## src/rtl/wb_data_select_pkg.sv

```systemverilog
// Shared constants and payload types for the writeback-data selector.
// Load-size encodings, error-bit positions and the load-control bundle.
package wb_pkg;

    localparam logic [1:0] LD_WORD = 2'b00;
    localparam logic [1:0] LD_HALF = 2'b01;
    localparam logic [1:0] LD_BYTE = 2'b10;
    localparam logic [1:0] LD_RSVD = 2'b11;

    localparam int unsigned ERR_SEL   = 0;
    localparam int unsigned ERR_SIZE  = 1;
    localparam int unsigned ERR_ALIGN = 2;
    localparam int unsigned ERR_W     = 3;

    // Load shape carried alongside the captured word from stage 1 to stage 2
    typedef struct packed {
        logic [1:0] size;
        logic       sgn;
        logic [1:0] off;
        logic       is_mem;
    } ld_ctrl_t;

endpackage

```

## src/rtl/wb_data_select_load_extend.sv

```systemverilog
// Combinational load alignment: picks a byte/half of a memory word and
// sign- or zero-extends it; flags reserved sizes and misaligned halves.
module load_extend
    import wb_pkg::*;
#(
    parameter int unsigned WIDTH = 32
) (
    input  logic [WIDTH-1:0] i_word,
    input  ld_ctrl_t         i_ctrl,
    output logic [WIDTH-1:0] o_data_c,
    output logic             o_err_size_c,
    output logic             o_err_align_c
);

    logic [15:0] w_half;
    logic [7:0]  w_byte;

    // Misaligned halves still use off[1] to choose the upper or lower half
    assign w_half = i_ctrl.off[1] ? i_word[31:16] : i_word[15:0];

    always_comb begin
        w_byte = i_word[7:0];
        case (i_ctrl.off)
            2'd0:    w_byte = i_word[7:0];
            2'd1:    w_byte = i_word[15:8];
            2'd2:    w_byte = i_word[23:16];
            default: w_byte = i_word[31:24];
        endcase
    end

    always_comb begin
        o_data_c      = i_word;
        o_err_size_c  = 1'b0;
        o_err_align_c = 1'b0;
        if (i_ctrl.is_mem) begin
            case (i_ctrl.size)
                LD_HALF: begin
                    o_data_c      = {{(WIDTH-16){i_ctrl.sgn & w_half[15]}}, w_half};
                    o_err_align_c = i_ctrl.off[0];
                end
                LD_BYTE: begin
                    o_data_c = {{(WIDTH-8){i_ctrl.sgn & w_byte[7]}}, w_byte};
                end
                LD_RSVD: begin
                    o_err_size_c = 1'b1;
                end
                default: begin
                end
            endcase
        end
    end

endmodule

```

## src/rtl/wb_data_select.sv

```systemverilog
// Two-stage valid/ready writeback-data selector: stage 1 captures the selected
// source, stage 2 applies load alignment and drives the register-file result.
module wb_data_select
    import wb_pkg::*;
#(
    parameter int unsigned WIDTH       = 32,
    parameter int unsigned N_SRC       = 9,
    parameter int unsigned SEL_W       = $clog2(N_SRC),
    parameter int unsigned MEM_SRC     = 1,
    parameter int unsigned DEFAULT_VAL = 227
) (
    input  logic                   clk,
    input  logic                   reset,
    input  logic                   in_valid,
    output logic                   in_ready,
    input  logic [SEL_W-1:0]       sel,
    input  logic [N_SRC*WIDTH-1:0] src_data,
    input  logic [1:0]             ld_size,
    input  logic                   ld_signed,
    input  logic [1:0]             byte_off,
    output logic                   out_valid,
    input  logic                   out_ready,
    output logic [WIDTH-1:0]       data_out,
    output logic [ERR_W-1:0]       err,
    input  logic                   err_clr
);

    logic             w_adv1;
    logic             w_adv2;
    logic             w_accept;
    logic             w_s2_load;
    logic             w_sel_oob;
    logic             w_is_mem;
    logic [WIDTH-1:0] w_sel_word;
    ld_ctrl_t         w_s1_ctrl;
    logic [WIDTH-1:0] w_aligned;
    logic             w_err_size;
    logic             w_err_align;
    logic [ERR_W-1:0] w_err_set;

    logic             r_s1_valid;
    logic [WIDTH-1:0] r_s1_word;
    ld_ctrl_t         r_s1_ctrl;
    logic             r_s2_valid;
    logic [WIDTH-1:0] r_data_out;
    logic [ERR_W-1:0] r_err;

    assign w_adv2    = !r_s2_valid | out_ready;
    assign w_adv1    = !r_s1_valid | w_adv2;
    assign w_accept  = in_valid & w_adv1;
    assign w_s2_load = r_s1_valid & w_adv2;
    assign in_ready  = w_adv1;

    assign w_sel_oob = (32'(sel) >= N_SRC);
    assign w_is_mem  = !w_sel_oob && (32'(sel) == MEM_SRC);

    // Source mux; an out-of-range select falls through to the default value
    always_comb begin
        w_sel_word = WIDTH'(DEFAULT_VAL);
        for (int unsigned k = 0; k < N_SRC; k++) begin
            if (32'(sel) == k) begin
                w_sel_word = src_data[k*WIDTH +: WIDTH];
            end
        end
    end

    assign w_s1_ctrl = '{size: ld_size, sgn: ld_signed, off: byte_off, is_mem: w_is_mem};

    load_extend #(
        .WIDTH(WIDTH)
    ) u_load_extend (
        .i_word        (r_s1_word),
        .i_ctrl        (r_s1_ctrl),
        .o_data_c      (w_aligned),
        .o_err_size_c  (w_err_size),
        .o_err_align_c (w_err_align)
    );

    // New errors are raised by whichever stage registers the offending request
    always_comb begin
        w_err_set            = '0;
        w_err_set[ERR_SEL]   = w_accept & w_sel_oob;
        w_err_set[ERR_SIZE]  = w_s2_load & w_err_size;
        w_err_set[ERR_ALIGN] = w_s2_load & w_err_align;
    end

    always_ff @(posedge clk) begin
        if (reset) begin
            r_s1_valid <= 1'b0;
            r_s1_word  <= '0;
            r_s1_ctrl  <= '0;
            r_s2_valid <= 1'b0;
            r_data_out <= '0;
            r_err      <= '0;
        end else begin
            if (w_adv1) begin
                r_s1_valid <= in_valid;
                if (in_valid) begin
                    r_s1_word <= w_sel_word;
                    r_s1_ctrl <= w_s1_ctrl;
                end
            end
            if (w_adv2) begin
                r_s2_valid <= r_s1_valid;
                if (r_s1_valid) begin
                    r_data_out <= w_aligned;
                end
            end
            // A clear never hides an error raised in the same cycle
            r_err <= (err_clr ? '0 : r_err) | w_err_set;
        end
    end

    assign out_valid = r_s2_valid;
    assign data_out  = r_data_out;
    assign err       = r_err;

endmodule
```

## config.mk

```make
export PLATFORM = sky130hd
export DESIGN_NAME = wb_data_select
export DESIGN_NICKNAME = d
export VERILOG_FILES = /design/src/rtl/wb_data_select_pkg.sv /design/src/rtl/wb_data_select_load_extend.sv /design/src/rtl/wb_data_select.sv
export SDC_FILE = /design/constraint.sdc
export NUM_CORES = 1
export LEC_CHECK = 0
export ABC_AREA = 1
export ABC_CLOCK_PERIOD_IN_PS = 2000
export CELL_PAD_IN_SITES_DETAIL_PLACEMENT = 1
export CELL_PAD_IN_SITES_GLOBAL_PLACEMENT = 1
export CORE_MARGIN = 2
export CORE_UTILIZATION = 22
export CTS_CLUSTER_SIZE = 40
export DETAILED_ROUTE_END_ITERATION = 12
export GPL_TIMING_DRIVEN = 1
export HOLD_SLACK_MARGIN = 0.05
export PLACE_DENSITY_LB_ADDON = 0.1
export RECOVER_POWER = 50
export SLEW_MARGIN = 10
export SYNTH_ARGS = -nofsm -noshare
export SYNTH_HDL_FRONTEND = slang
export SYNTH_SLANG_ARGS = --single-unit
export TNS_END_PERCENT = 20
```

## constraint.sdc

```tcl
create_clock -name clk -period 2 [get_ports clk]
set_clock_uncertainty 0.15 [all_clocks]
set_input_delay 0.4 -clock clk [delete_from_list [all_inputs] [get_ports clk]]
set_output_delay 0.4 -clock clk [all_outputs]
set_load 0.05 [all_outputs]
```

== Word level (Yosys, flattened, before mapping) ==
Cells that the tools add are included.
Word-level totals
  bits in registers: 75
  bits of input ports: 302
  output and inout port bits: 37
  logic and storage cells: 59
Operators by class
  magnitude comparators: 1
  eq/ne operators: 13
  mux-type cells: 18
  bitwise operators: 10
  reduce and logical (&&, ||, !) cells: 8
Operators by type and width (number)
  $mux W32: 10
  $pmux W32 S2: 1
  $pmux W8 S3: 1
  $eq A4 B3 Y1 const B: 4
  $mux W16: 1
  $eq A4 B2 Y1 const B: 2
  $and A1 B1 Y1: 7
  $eq A2 B2 Y1 const B: 3
  $eq A2 B1 Y1 const B: 2
  $eq A4 B1 Y1 const B: 1
  $eq A4 B4 Y1 const B: 1
  $ge A4 B4 Y1 const B: 1
  $logic_not A4 Y1: 1
  $mux W1: 4
  $reduce_and A2 Y1: 2
  $logic_not A1 Y1: 3
  $mux W3: 1
  $or A3 B3 Y3: 1
  $logic_not A2 Y1: 1
  $or A1 B1 Y1: 2
  $logic_and A1 B1 Y1: 1

== Depth between registers and ports, before layout ==
Gate-level depths: netlist of the first run.
  depth after elaboration: 10
  mapped depth: 13
  depth with buffers taken out: 12

== Cells and area by module ==
A second synthesis of the first run with hierarchy kept.
Unflattened totals
  cells, all modules: 1136
  area, all modules: 6169.7 sq um
Modules (own cells, without submodules)
  wb_data_select: instances 1, cells an instance 921, area each 5238.8 sq um
  load_extend: instances 1, cells an instance 215, area each 930.9 sq um

== Least setup slack after synthesis of the first run ==
OpenSTA, ideal clock, no wires.
  kind: reg-to-reg
  from: register r_s2_valid (netlist: out_valid)
  to: register r_s1_word[18]
  data arrival time: 2.187 ns
  data required time: 1.780 ns
  setup slack: -0.408 ns
  cell stages (with the launch flop): 7
  path buffers: 2
  path through: dfxtp_1 nand3_1 nand2_1 buf_2 clkbuf_1 nand2_1 a21oi_1
Between the ends
  cells in the longest elaborated chain, start to end: 4
Ends and longest elaborated chain
  start: declaration: line wb_data_select.sv:44  | logic r_s2_valid;
  start signal: assignment: line wb_data_select.sv:104  | r_s2_valid <= r_s1_valid;
  $logic_not A1 Y1: line wb_data_select.sv:48  | assign w_adv2 = !r_s2_valid | out_ready;
  $or A1 B1 Y1: line wb_data_select.sv:48
  $or A1 B1 Y1: line wb_data_select.sv:49  | assign w_adv1 = !r_s1_valid | w_adv2;
  net in_ready: line wb_data_select.sv:15  | output logic in_ready,
  $reduce_and A2 Y1 (no source line)
  end signal: assignment: line wb_data_select.sv:99  | r_s1_word <= w_sel_word;
  end: declaration: line wb_data_select.sv:42  | logic [WIDTH-1:0] r_s1_word;
The timed path passes the listed nets, and every way through them passes these cells.
A chain may end at the register's enable or synchronous reset.

== Worst setup path in the final report of the first run ==
  from: input sel[1]
  to: register r_s1_word[7]
Between the ends
  cells in the longest elaborated chain, start to end: 10
  elaborated cells between the ends (all ways): 18
  those cells by class: eq/ne (8); mux (9); reduce/logical (1)
Ends and longest elaborated chain
  start: declaration: line wb_data_select.sv:16  | input logic [SEL_W-1:0] sel,
  $logic_not A4 Y1: line wb_data_select.sv:61  | if (32'(sel) == k) begin
  $mux W32 (8 in a row): line wb_data_select.sv:61
  $mux W32 (*): line wb_data_select.sv:61
Every way passes the cells marked *; elsewhere a longest branch is shown, timed or not.

==> results of run 1 <==
where the power goes:
group | total (mW) | switching (mW) | internal (mW)
sequential | 1.68 | 0.0860 | 1.60
combinational | 1.69 | 0.819 | 0.867
clock | 1.77 | 0.647 | 1.13
total | 5.14 | 1.55 | 3.59
worst paths after layout:
path                        startpoint                   endpoint  slack [ns]  cells past startpoint
max                             sel[1]  r_s1_word[7]$_SDFFE_PP0P_        0.05                     11
min          r_s1_word[5]$_SDFFE_PP0P_  r_s1_word[5]$_SDFFE_PP0P_        0.31                      2
max reg2reg  r_s1_ctrl[4]$_SDFFE_PP0P_   data_out[1]$_SDFFE_PP0P_        0.14                      9
min reg2reg  r_s1_word[5]$_SDFFE_PP0P_  r_s1_word[5]$_SDFFE_PP0P_        0.31                      2
through the flow:
stage	hold WS (ns)	TNS [ns]	power, mW	utilization
after floorplan	0.292	0	2.37	-
after global placement	0.309	-11.95	3.41	0.395
after detailed placement	0.309	-12.97	3.42	0.395
after CTS	0.319	0	5.24	0.413
after global routing	0.339	-0.0618	5.43	0.410
final	0.314	0	5.14	0.410
synthesized netlist by cell type, drive strengths merged:
cell and count:
nand2 254, nor2 135, a21oi 124, nand3 117, inv 94, dfxtp 75, o21ai 68, clkbuf 43
nand4 28, buf 21, nor4 12, clkinv 10, nand3b 7, o21a 6, or2 6, nor3 4
ha 3, o211ai 2, a22oi 1, and3 1, o22ai 1, o31ai 1
state kept, by name, indices dropped and copies added, names as in the netlist:
| register | count |
|---|---|
| r_s1_ctrl | 6 |
| out_valid | 1 |
| r_s1_word | 32 |
| data_out | 32 |
| r_s1_valid | 1 |
| err | 3 |
logic make-up (layout without fill, tap and decap cells):
family,count (synthesis),count (layout),share of synthesized area
AOI/OAI and AO/OA,203,203,0.183
buffers and inverters,168,555,0.117
adders and majority gates,3,3,0.00657
and+or+nand+nor,564,564,0.431
DFF,75,75,0.263
other,0,13,0
metal layers:
| layer | global-route usage | vias to the layer above | wire length (µm) |
|---|---|---|---|
| li1 | - | 4096 | - |
| met5 | 0 | - | 69 |
| met3 | 0.0602 | 33 | 2160 |
| met4 | 0.0814 | 10 | 547 |
| met1 | 0.280 | 3833 | 13900 |
| met2 | 0.435 | 256 | 16400 |
timing repair:
action / CTS / global route
endpoints found under the setup margin: 34 / 20
pin swaps: 9 / 10
endpoints found under the hold margin: 0 / 0
gates resized for setup: 16 / 16
buffers inserted: 8 / 4
gates cloned: 1 / 0
worst min-delay path, stage by stage, from the launching register on:
cell,delay (ns)
dfxtp_1,0.31
nand2_1,0.06
a21oi_1,0.05
final cells by class:
type / instances / area [µm²] / share of cell area
clock buffer: 12 / 246 / 0.0238
multi-input combinational: 770 / 3620 / 0.349
antenna: 13 / 32.5 / 0.00314
timing repair buffer: 435 / 4090 / 0.394
sequential: 75 / 1500 / 0.145
tap: 330 / 413 / 0.0398
inverter: 104 / 395 / 0.0381
clock inverter: 4 / 73.8 / 0.00711
==> metrics.md, run 1 <==
| Metric | Value |
|---|---|
| Status | finished, final reports clean |
| Worst-path fanout max | 10 |
| Setup CP Type | in2reg |
| Synth top area share | 0.263 |
| Final worst setup slack | 0.0523 ns |
| Top-level port count | 339 |
| Largest net degree at the start of global routing | 47 |
| Share of cells above drive strength 1 | 0.107 |
| Clock Sinks | 75 |
| Synth Instances | 1013 |
| Starting density of the core | 0.225 |
| Crit-path most repeated cell | buf_4 |
| CTS Buffer Depth | 2 |
| Seq cells post-synth | 75 |
| Detailed placer's ending HPWL | 26900 µm |
| Placed Cells | 1702 |
| CP required | 2.06 ns |
| GP Congestion | 0.861 |
| DR DRC count | 0 |
| Library cells used by synthesis | 31 |
| Die area | 27300 µm² |
| WL/cell | 18.9 µm |
| Mapped Nets | 1318 |
| CTS Buf Count | 9 |
| Vias in the first global route | 8758 |
| Crit end category | register |
| Design Area, Final | 10400 µm² |
| Area growth, synth to finish | 81.7% |
| GRT overflow | 0 |
| Largest stage delay on the critical path | 0.28 ns |
| Die Wd | 165 µm |
| Final min period | 1.95 ns |
| DP Area | 9990 µm² |
| DR pass1 iterations | 4 |
| Final Hold Fails | 0 |
| CTS H-tree depth | 3 |
| Via count | 8228 |
| Commonest cells after routing, fill and taps aside | clkdlybuf4s50_1, nand2_1, a21oi_1 |
| Cell Chain, Critical Path | dlygate4sd2_1, buf_6, buf_4, nor2_4, nand2_2, buf_4, or2_2, nand4_1, nand2_1, nand3_1, a21oi_1 |
| Critical Path Source Type | primary input |
| Top cells by area, synth | dfxtp_1, nand2_1, a21oi_1, nand3_1, nor2_1 |
| Hold Path Class | reg2reg |
| Unrepaired setup endpoints after global routing | yes |
| Fmax | 0.513 GHz |
| TritonCTS clock tree | yes |
| Final-report max-slew violation count | 0 |
| Number of routed nets with antenna violations | 0 |
| Nets | 1700 |
| Fillers | 3265 |
| Yosys top cell by area | dfxtp_1 |
| Die Ht | 165 µm |
| Core box area | 25300 µm² |
| First-pass GRT wire length | 49600 µm |
| Initial antenna violation count | 18 |
| Final non-filler cell total | 1743 |
| Hold buffer count at cts | 0 |
| Mean Syn Cell Area | 5.64 µm² |
| Yosys warnings | 0 |
| Buffers & Inverters on Critical Path | 4 |
| Commonest non-fill, non-tap cell in the layout | clkdlybuf4s50_1 |
| # setup viols final | 0 |
| Port Buffers | 338 |
| Max VDD drop | 0.000344 V |
| Worst-Margin Slew | 0.761 ns |
| Synthesized cell area | 5710 µm² |
| Rel. slew slack | 0.495 |
| Total Wirelength | 33000 µm |
| MaxCap Viol Count | 0 |
| Clock Root Buffer | clkbuf_16 |
| Final worst path period share | 0.974 |
| Vias per cell | 4.72 |
| Rows | 58 |
| Latest clock arrival within the worst-skew pair | 0.34 ns |
| Critical Path AT | 2.01 ns |
| Sequential fraction of the synthesis area | 0.263 |
| Pre-CTS WS | -0.460 ns |
| Gr usage total | 0.242 |
| 1st-iter DRT viols | 373 |
| Worst path top cell family by delay | simple AND/OR/NAND/NOR gates |
| Clock transition at the registers of the reported paths | 0.06 ns |
| CP max stage cell | or2_2 |
| Leak | 4.43 nW |
| Pwr dens | 496 nW/µm² |
Power figures use the tool's default switching activity.
==> inputs of run 2 (changes only) <==
--- a/config.mk
+++ b/config.mk
@@ -9,7 +9,6 @@
 export ABC_CLOCK_PERIOD_IN_PS = 2000
 export CELL_PAD_IN_SITES_DETAIL_PLACEMENT = 1
 export CELL_PAD_IN_SITES_GLOBAL_PLACEMENT = 1
-export CORE_MARGIN = 2
 export CORE_UTILIZATION = 22
 export CTS_CLUSTER_SIZE = 40
 export DETAILED_ROUTE_END_ITERATION = 12
==> run 2 against run 1 <==
Via count is 3.2% lower. Maximum frequency is 4.5% higher. Register-to-register slack better by 0.02 ns. First-iteration DRC count is 19% lower. Die area is 2.4% lower. Worst setup slack better by 0.084 ns. Critical endpoint is now r_s1_word[19]$_SDFFE_PP0P_. Non-clock buffer count is 23 lower. Core utilization is 0.46 points lower. Sequential power hardly changed.
==> metrics.md, run 2 (synthesized netlist as in run 1, its figures left out) <==
| Metric | Value |
|---|---|
| Status | finished, final reports clean |
| Crit end category | register |
| Critical Path AT | 1.90 ns (-0.11 ns) |
| CTS Buf Count | 9 (unchanged) |
| Unrepaired setup endpoints after global routing | no |
| R2R Path End | data_out[6]$_SDFFE_PP0P_ |
| Final-report max-slew violation count | 0 (unchanged) |
| Top-level port count | 339 (unchanged) |
| Commonest cells after routing, fill and taps aside | clkdlybuf4s50_1, nand2_1, a21oi_1 |
| WL/cell | 18.6 µm (-2.0%) |
| Nets | 1677 (-1.4%) |
| Pwr dens | 498 nW/µm² (+0.54%) |
| Rel. slew slack | 0.504 (+0.00939) |
| Max VDD drop | 0.000353 V (+2.6%) |
| MaxCap Viol Count | 0 (unchanged) |
| Rows | 58 (unchanged) |
| Hold Path Class | reg2reg |
| Core box area | 25300 µm² (unchanged) |
| Final min period | 1.86 ns (-0.0843 ns) |
| Leak | 4.35 nW (-1.9%) |
| Die area | 26600 µm² (-2.4%) |
| Total Wirelength | 31900 µm (-3.5%) |
| Worst Setup SP | sel[3] |
| Clock transition at the registers of the reported paths | 0.06 ns (about the same) |
| Fin Setup TNS | 0 ns (unchanged) |
| Fmax | 0.537 GHz (+4.5%) |
| CP required | 2.04 ns (-0.02 ns) |
| # setup viols final | 0 (unchanged) |
| Area growth, synth to finish | 79.7% |
| Detailed placer's ending HPWL | 26100 µm (-3.1%) |
| Min-delay src | r_s1_word[5]$_SDFFE_PP0P_ |
| Die Ht | 163 µm (-1.2%) |
| DR pass1 iterations | 4 (unchanged) |
| First-pass GRT wire length | 47400 µm (-4.5%) |
| Worst r2r path cells | 8 (-1) |
| Share of cells above drive strength 1 | 0.0951 (-0.0120) |
| FF-to-FF Start | r_s1_ctrl[4]$_SDFFE_PP0P_ |
| Critical Path Source Type | primary input |
| Final non-filler cell total | 1718 (-1.4%) |
| Number of routed nets with antenna violations | 0 (unchanged) |
| Vias per cell | 4.64 (-1.8%) |
| Die Wd | 163 µm (-1.2%) |
| Largest net degree at the start of global routing | 57 (+21%) |
| Port Buffers | 338 (unchanged) |
| GP Congestion | 0.869 (+0.86%) |
| GRT overflow | 0 (unchanged) |
| Setup CP Type | in2reg |
| 1st-iter DRT viols | 303 (-19%) |
| Commonest non-fill, non-tap cell in the layout | clkdlybuf4s50_1 |
| Design Power | 5.11 mW (-0.59%) |
| Hold buffer count at cts | 0 (unchanged) |
| CTS Buffer Depth | 2 (unchanged) |
| Gr usage total | 0.237 (-0.00501) |
| TritonCTS clock tree | yes |
| DR DRC count | 0 (unchanged) |
| CTS H-tree depth | 3 (unchanged) |
| Latest clock arrival within the worst-skew pair | 0.33 ns (about the same) |
| Starting density of the core | 0.225 (unchanged) |
| Worst-path fanout max | 10 (unchanged) |
| Vias in the first global route | 8346 (-4.7%) |
| Placed Cells | 1687 (-0.88%) |
| Via count | 7968 (-3.2%) |
| Final worst path period share | 0.932 (-0.0421) |
| Final Hold Fails | 0 (unchanged) |
| Initial antenna violation count | 14 (-4) |
| Clock Root Buffer | clkbuf_16 |
| Endpoint, Worst Hold | r_s1_word[5]$_SDFFE_PP0P_ |
| Reg2Reg Setup Slack | 0.16 ns (+0.02 ns) |
| Hold depth | 2 (unchanged) |
| Clock Sinks | 75 (unchanged) |
| Worst-Margin Slew | 0.747 ns (-0.0142 ns) |
## run 2: power breakdown
part	internal [mW]	switching [mW]
Combinational	0.842	0.800
Clock	1.15	0.627
Sequential	1.60	0.0931
## run 2: metrics by stage
stage	util	setup WS [ns]	hold slack, ns	cell area (µm²)
after detailed placement	0.391	-0.464	0.308	9910
after global routing	0.405	0.00756	0.331	10300
final	0.405	0.137	0.314	10300
after CTS	0.405	-0.0199	0.317	10300
after floorplan	-	0.110	0.292	5720
after global placement	0.391	-0.415	0.311	9910
## run 2: how the worst max path moves through the flow
stage	end	slack (ns)	cells after the start
2_1_floorplan	data_out[4]$_SDFFE_PP0P_	0.11	9
3_3_place_gp	r_s1_word[28]$_SDFFE_PP0P_	-0.41	11
3_5_place_dp	r_s1_word[28]$_SDFFE_PP0P_	-0.46	11
4_1_cts	r_s1_word[15]$_SDFFE_PP0P_	-0.02	11
5_1_grt	data_out[6]$_SDFFE_PP0P_	0.008	9
6_report	r_s1_word[19]$_SDFFE_PP0P_	0.14	13
## run 2: worst max-delay path: stages
cell	delay [ns]
dlygate4sd2_1	0.29
inv_2	0.07
nand2_1	0.09
buf_4	0.13
nor2_4	0.05
buf_4	0.15
clkbuf_16	0.16
nand2_1	0.06
nand3_1	0.07
nor2_1	0.20
nand3_1	0.10
nand2_1	0.07
a21oi_1	0.05
## run 2: layer usage
metal,vias up,routed length (µm),GRT usage
met2,228,15700,0.421
met5,-,31,0
met4,6,669,0.0756
li1,4034,-,-
met1,3661,13200,0.274
met3,39,2220,0.0642
## run 2: what timing repair did
item | 4_1_cts | 5_1_grt
hold endpoints to repair | 0 | 0
buffers inserted | 0 | 2
cloned | 0 | 2
resized for setup | 9 | 20
endpoints found under the setup margin | 26 | 62
pin swaps | 0 | 5
## run 2: area by class of cell
cell class | instances | area (µm²)
fillers | 3288 | 15100
repair buffers | 412 | 3960
multi-input cells | 770 | 3630
flip-flops and latches | 75 | 1500
well taps | 330 | 413
inverters | 104 | 397
clock buffers | 11 | 253
clock inverters | 5 | 75.1
diodes | 11 | 27.5
